==> src/rtl/bus_rr_scheduler_if.sv <==
// Packet bus between the per-driver FIFOs and the round-robin scheduler.
// The scheduler connects through master; the FIFO side connects through slave.
interface bus_rr_scheduler_if #(
  parameter int unsigned DRVRS   = 4,
  parameter int unsigned PCKG_SZ = 16
);
  logic [DRVRS-1:0]         pndng;
  logic [DRVRS*PCKG_SZ-1:0] D_pop;
  logic [DRVRS-1:0]         pop;
  logic [DRVRS-1:0]         push;
  logic [PCKG_SZ-1:0]       D_push;

  modport master (input pndng, D_pop, output pop, push, D_push);
  modport slave  (output pndng, D_pop, input pop, push, D_push);
endinterface

==> src/rtl/bus_rr_scheduler.sv <==
// Round-robin scheduler: pops one packet from the granted FIFO, then pushes it
// to its destination driver(s), with broadcast support and a saturating drop count.
module bus_rr_scheduler #(
  parameter int unsigned DRVRS     = 4,
  parameter int unsigned PCKG_SZ   = 16,
  parameter logic [7:0]  BROADCAST = 8'hFF
) (
  input  logic               clk,
  input  logic               reset,
  bus_rr_scheduler_if.master bus,
  output logic [3:0]         grant_id,
  output logic               busy,
  output logic [7:0]         drop_cnt
);
  localparam int unsigned ID_W   = 4;
  localparam int unsigned DEST_W = 8;
  localparam int unsigned CNT_W  = 8;

  typedef enum logic [1:0] {IDLE, POP, PUSH} state_t;

  state_t              state_q, state_d;
  logic [ID_W-1:0]     grant_q, grant_d, last_q, last_d;
  logic [PCKG_SZ-1:0]  pkt_q, pkt_d, pkt_sel_c;
  logic [DRVRS-1:0]    pop_q, pop_d, push_q, push_d;
  logic [DRVRS-1:0]    winner_oh_c, push_dec_c;
  logic                drop_q, drop_d, busy_q, busy_d;
  logic [CNT_W-1:0]    drop_cnt_q, drop_cnt_d;
  logic [ID_W-1:0]     winner_c, win_hi, win_lo;
  logic                found_hi;
  logic [DEST_W-1:0]   dest_c;

  // Rotating-priority arbiter: lowest pending index above last_q, else lowest overall.
  always_comb begin : arbiter
    win_hi   = '0;
    win_lo   = '0;
    found_hi = 1'b0;
    for (int i = int'(DRVRS) - 1; i >= 0; i--) begin
      if (bus.pndng[i]) begin
        if (ID_W'(i) > last_q) begin
          win_hi   = ID_W'(i);
          found_hi = 1'b1;
        end else begin
          win_lo = ID_W'(i);
        end
      end
    end
    winner_c = found_hi ? win_hi : win_lo;
    winner_oh_c = '0;
    for (int unsigned i = 0; i < DRVRS; i++) begin
      winner_oh_c[i] = (ID_W'(i) == winner_c);
    end
  end

  // Head-packet mux for the granted driver and destination decode.
  always_comb begin : decode
    pkt_sel_c = '0;
    for (int unsigned i = 0; i < DRVRS; i++) begin
      if (ID_W'(i) == grant_q) pkt_sel_c = bus.D_pop[i*PCKG_SZ +: PCKG_SZ];
    end
    dest_c = pkt_sel_c[PCKG_SZ-1 -: DEST_W];
    push_dec_c = '0;
    for (int unsigned i = 0; i < DRVRS; i++) begin
      if (dest_c == BROADCAST) push_dec_c[i] = (ID_W'(i) != grant_q);
      else push_dec_c[i] = (dest_c == DEST_W'(i)) && (ID_W'(i) != grant_q);
    end
  end

  always_comb begin : next_state
    state_d    = state_q;
    grant_d    = grant_q;
    last_d     = last_q;
    pkt_d      = pkt_q;
    pop_d      = '0;
    push_d     = '0;
    drop_d     = 1'b0;
    drop_cnt_d = drop_cnt_q;
    case (state_q)
      IDLE: begin
        if (|bus.pndng) begin
          state_d = POP;
          grant_d = winner_c;
          last_d  = winner_c;
          pop_d   = winner_oh_c;
        end
      end
      POP: begin
        state_d = PUSH;
        pkt_d   = pkt_sel_c;
        push_d  = push_dec_c;
        drop_d  = (push_dec_c == '0);
      end
      PUSH: begin
        if (drop_q && (drop_cnt_q != '1)) drop_cnt_d = drop_cnt_q + CNT_W'(1);
        // pndng already reflects the pop, so chain straight into the next grant.
        if (|bus.pndng) begin
          state_d = POP;
          grant_d = winner_c;
          last_d  = winner_c;
          pop_d   = winner_oh_c;
        end else begin
          state_d = IDLE;
        end
      end
      default: state_d = IDLE;
    endcase
    busy_d = (state_d != IDLE);
  end

  always_ff @(posedge clk or negedge reset) begin
    if (!reset) begin
      state_q    <= IDLE;
      grant_q    <= '0;
      last_q     <= ID_W'(DRVRS - 1);
      pkt_q      <= '0;
      pop_q      <= '0;
      push_q     <= '0;
      drop_q     <= 1'b0;
      busy_q     <= 1'b0;
      drop_cnt_q <= '0;
    end else begin
      state_q    <= state_d;
      grant_q    <= grant_d;
      last_q     <= last_d;
      pkt_q      <= pkt_d;
      pop_q      <= pop_d;
      push_q     <= push_d;
      drop_q     <= drop_d;
      busy_q     <= busy_d;
      drop_cnt_q <= drop_cnt_d;
    end
  end

  assign bus.pop    = pop_q;
  assign bus.push   = push_q;
  assign bus.D_push = pkt_q;
  assign grant_id   = grant_q;
  assign busy       = busy_q;
  assign drop_cnt   = drop_cnt_q;
endmodule

==> src/flat_wrapper.sv <==
// flat-port wrapper written by rule: the top's interface ports become plain ports
module bus_rr_scheduler_flat 
#(
  parameter int unsigned DRVRS     = 4,
  parameter int unsigned PCKG_SZ   = 16,
  parameter logic [7:0]  BROADCAST = 8'hFF
)
  (clk, reset, grant_id, busy, drop_cnt, bus_pndng, bus_D_pop, bus_pop, bus_push, bus_D_push);
  bus_rr_scheduler_if #(.DRVRS(DRVRS), .PCKG_SZ(PCKG_SZ)) bus_i ();
  input  logic clk;
  input  logic reset;
  output logic [3:0] grant_id;
  output logic busy;
  output logic [7:0] drop_cnt;
  input wire logic [$bits(bus_i.pndng)-1:0] bus_pndng;
  input wire logic [$bits(bus_i.D_pop)-1:0] bus_D_pop;
  output wire logic [$bits(bus_i.pop)-1:0] bus_pop;
  output wire logic [$bits(bus_i.push)-1:0] bus_push;
  output wire logic [$bits(bus_i.D_push)-1:0] bus_D_push;
  assign bus_i.pndng = bus_pndng;
  assign bus_i.D_pop = bus_D_pop;
  assign bus_pop = bus_i.pop;
  assign bus_push = bus_i.push;
  assign bus_D_push = bus_i.D_push;
  bus_rr_scheduler #(.DRVRS(DRVRS), .PCKG_SZ(PCKG_SZ), .BROADCAST(BROADCAST)) u_core (.clk(clk), .reset(reset), .bus(bus_i), .grant_id(grant_id), .busy(busy), .drop_cnt(drop_cnt));
endmodule
==> config.mk <==
export PLATFORM = sky130hd
export DESIGN_NAME = bus_rr_scheduler_flat
export DESIGN_NICKNAME = d
export VERILOG_FILES = /design/src/rtl/bus_rr_scheduler_if.sv /design/src/rtl/bus_rr_scheduler.sv /design/src/flat_wrapper.sv
export SDC_FILE = /design/constraint.sdc
export NUM_CORES = 1
export LEC_CHECK = 0
export ABC_AREA = 0
export BUFFER_PORTS_ARGS = -buffer_cell sky130_fd_sc_hd__buf_2
export CORE_MARGIN = 8
export CORE_UTILIZATION = 44
export CTS_BUF_LIST = sky130_fd_sc_hd__clkbuf_8 sky130_fd_sc_hd__clkbuf_16
export CTS_CLUSTER_DIAMETER = 120
export CTS_CLUSTER_SIZE = 24
export DETAILED_ROUTE_END_ITERATION = 16
export PLACE_DENSITY = 0.77
export RECOVER_POWER = 100
export REMOVE_ABC_BUFFERS = 1
export SYNTH_ARGS = -nofsm -noshare
export SYNTH_HDL_FRONTEND = slang
export SYNTH_SLANG_ARGS = --single-unit
==> constraint.sdc <==
create_clock -name clk -period 2.2 [get_ports clk]
set_input_delay 0.44 -clock clk [delete_from_list [all_inputs] [get_ports clk]]
set_output_delay 0.44 -clock clk [all_outputs]
set_load 0.005 [all_outputs]
==> results.toml <==
[outcome]
status = "completed"

[drt]
viasPerCell = 5.10
ant_nets = 0
drt-pass1-iter-count = 5
drt_iter0_markers = 69
drc_errors = 0
vias = 1932
drt-total-wl_um = 5780
wire_per_inst_um = 15.3

[sta]
rsz0062_at_grt = "no"
slew_violations = 0
tightest_slew_ns = 1.31
period_minus_slack_ns = 2.05
setup_slack_ns = 0.148
relSlewSlack = 0.126
final-setup-viol-count = 0
fin_worst_skew_ns = 0.0104
hold_violations = 0
fin_crit_sh = 0.933
fmax_mhz = 487

[die]
io_pins = 107
fp.dieH_um = 86.3
core_um2 = 4750
num_rows = 25
die_area_um2 = 7440
start_util = 0.457
die_w_um = 86.3

[logic_synthesis]
synthMuxAreaShare = 0.188
netlist_instances = 202
yosys.cell_types.count = 42
yosysSeqAreaShare = 0.462
synth_top_family_by_area = "simple AND/OR/NAND/NOR gates"
synth_edf_count = 0
synthSimpleGateAreaFrac = 0.190
syn-mean-instance-area_um2 = 10.8
synth_xor_area_frac = 0.0282
syn_area_um2 = 2170
synth_seq_cells = 40
yosys_warnings = 0
async_reset_ff_frac = 1.00
ys.flop_type = "dfrtp_1"
synthAdderAreaFrac = 0.00576
synth_compound_area_frac = 0.0795

[cts]
cts_made_buffers = 5
cts_root_buf = "clkbuf_8"
clk_pin_slew_ns = 0.08
h-tree-depth = 2
cts_sinks = 40
hold_buffers = 0
insertion_delay_ns = 0.29
cts_setup_buffers = 0
cts_tree = "done"
clockBufferDepth = 2

[worst_setup_path]
worstPathArrival_ns = 2.23
crit_path_end_kind = "flip-flop"
ff2ff_path_depth = 6
critPathMaxFanout = 12
crit_start = "u_core.grant_id[0]"
r2r_end = "u_core.bus.push[3]"
worstPathRequired_ns = 2.37
worstSetupPathType = "reg2reg"
r2r-start = "u_core.grant_id[0]"
critPathCapture = "u_core.bus.push[3]"
start_kind = "flip-flop"
regToRegSetupSlack_ns = 0.15

[global_routing]
grt_util_met2 = 0.272
overflow = 0
grt_pass1_vias = 2106
grt_max_degree = 27
antenna_found_initial = 0
grt_pass1_wl_um = 9690
grt_usage = 0.163
gr-usage-met3 = 0.0633
grtUsageMet1 = 0.183
top_usage_layer = "met2"

[min_path]
min_path_type = "in2async"

[layout]
finalNetCount = 382
drive_above_1_share = 0.356
n_antenna_cell = 0
design_area_um2 = 2820
fin_cells = 379
area_growth_pct = 29.7

[place]
io_buffers = 104
hpwl_um = 4700
placed_cells = 371
pre_cts_slack_ns = 0.103
gp_congestion = 0.829
post_dp_cell_area_um2 = 2780

[power]
leakagePower_uw = 0.00140
p_per_area_nw_per_um2 = 1120
totalPowerFinal_uw = 3170
ir_drop_uv = 592

[flow_run]
drv_cap = 0
layout by cell type (no fill, tap or decap), drive strengths merged, types with 4 or more instances in the layout:
master / instances
buf: 86
nand2: 55
dfrtp: 38
clkbuf: 32
mux4: 16
nor2: 10
inv: 9
nand2b: 5
a221oi: 5
a21oi: 5
xor2: 5
nand4: 4
nor3: 4
cell families (layout without fill, tap and decap cells):
family,after synthesis,after routing
flip-flops,40,40
AND/OR/NAND/NOR,90,90
buffers and inverters,19,128
adder cells (fa/ha/maj),1,1
AO/OA/AOI/OAI,24,24
multiplexers,20,20
other,1,2
XOR/XNOR,7,7
worst max-delay path, stage by stage (launching register included):
cell      delay, ns
dfrtp_2        0.44
buf_6          0.18
mux4_2         0.57
nor4_4         0.19
buf_4          0.18
nand4_1        0.09
a221oi_1       0.30
stage by stage:
stage	hold slack, ns	TNS, ns	util
floorplan	0.144	-1.29	-
global placement	0.454	0	0.584
detailed placement	0.457	0	0.584
CTS	0.147	0	0.601
global route	0.445	0	0.593
finish	0.420	0	0.593
timing repair:
| action | 4_1_cts | 5_1_grt |
|---|---|---|
| endpoints found under the hold margin | 0 | 0 |
| endpoints found under the setup margin | 0 | 3 |
| gates resized for setup | 0 | 2 |
cells in the mapped netlist, types with 2 or more instances:
master      n  area [um2]
nand4_1     4        25.0
mux2_2      3        33.8
buf_4       2        15.0
xnor2_1     2        17.5
nand2_1    55         206
nand2b_1    5        31.3
nand4b_1    2        17.5
a21oi_1     5        25.0
a221oi_1    5        43.8
nor2_1     10        37.5
xor2_1      5        43.8
nor3_1      4        20.0
o21ai_0     3        15.0
dfstp_2     2        52.6
mux4_2     15         338
o2111ai_1   2        17.5
nor2b_1     2        12.5
nand3_1     3        15.0
inv_1       6        22.5
and3_1      2        12.5
dfrtp_1    38         951
clkbuf_1    7        26.3
sequential cells by signal (all words and copies together) (netlist names):
signal and flops:
u_core.bus.D_push 16, u_core.bus.pop 4, u_core.bus.push 4, u_core.busy 1, u_core.drop_cnt 8, u_core.drop_q 1, u_core.grant_id 2, u_core.last_q 2
u_core.state_q 2
how the worst min path moves through the flow:
stage | slack [ns] | cells after the start | to | start
after floorplan | 0.14 | 0 | u_core.bus.D_push[0] | reset
after global placement | 0.45 | 2 | u_core.bus.D_push[13] | u_core.bus.D_push[13]
after detailed placement | 0.46 | 2 | u_core.bus.D_push[11] | u_core.bus.D_push[11]
after CTS | 0.15 | 1 | u_core.drop_q | reset
after global routing | 0.45 | 3 | u_core.bus.pop[2] | bus_pndng[2]
final | 0.42 | 1 | u_core.drop_q | reset
area by class of cell:
type	count	area [um2]
clock inverters	3	11.3
repair buffers	113	548
multi-input cells	144	1070
fillers	437	1940
clock buffers	5	68.8
inverters	7	26.3
well taps	67	83.8
flip-flops and latches	40	1000
metal layers:
layer | share of wire | up-vias
li1 | - | 936
met1 | 0.41 | 897
met2 | 0.49 | 89
met3 | 0.091 | 10
met4 | 0.018 | 0
met5 | 0 | -
power breakdown:
part	total, uW	internal, uW	switching, uW
Sequential	1230	1010	220
Combinational	1480	726	755
Clock	453	211	242
Power figures use the tool's default switching activity.
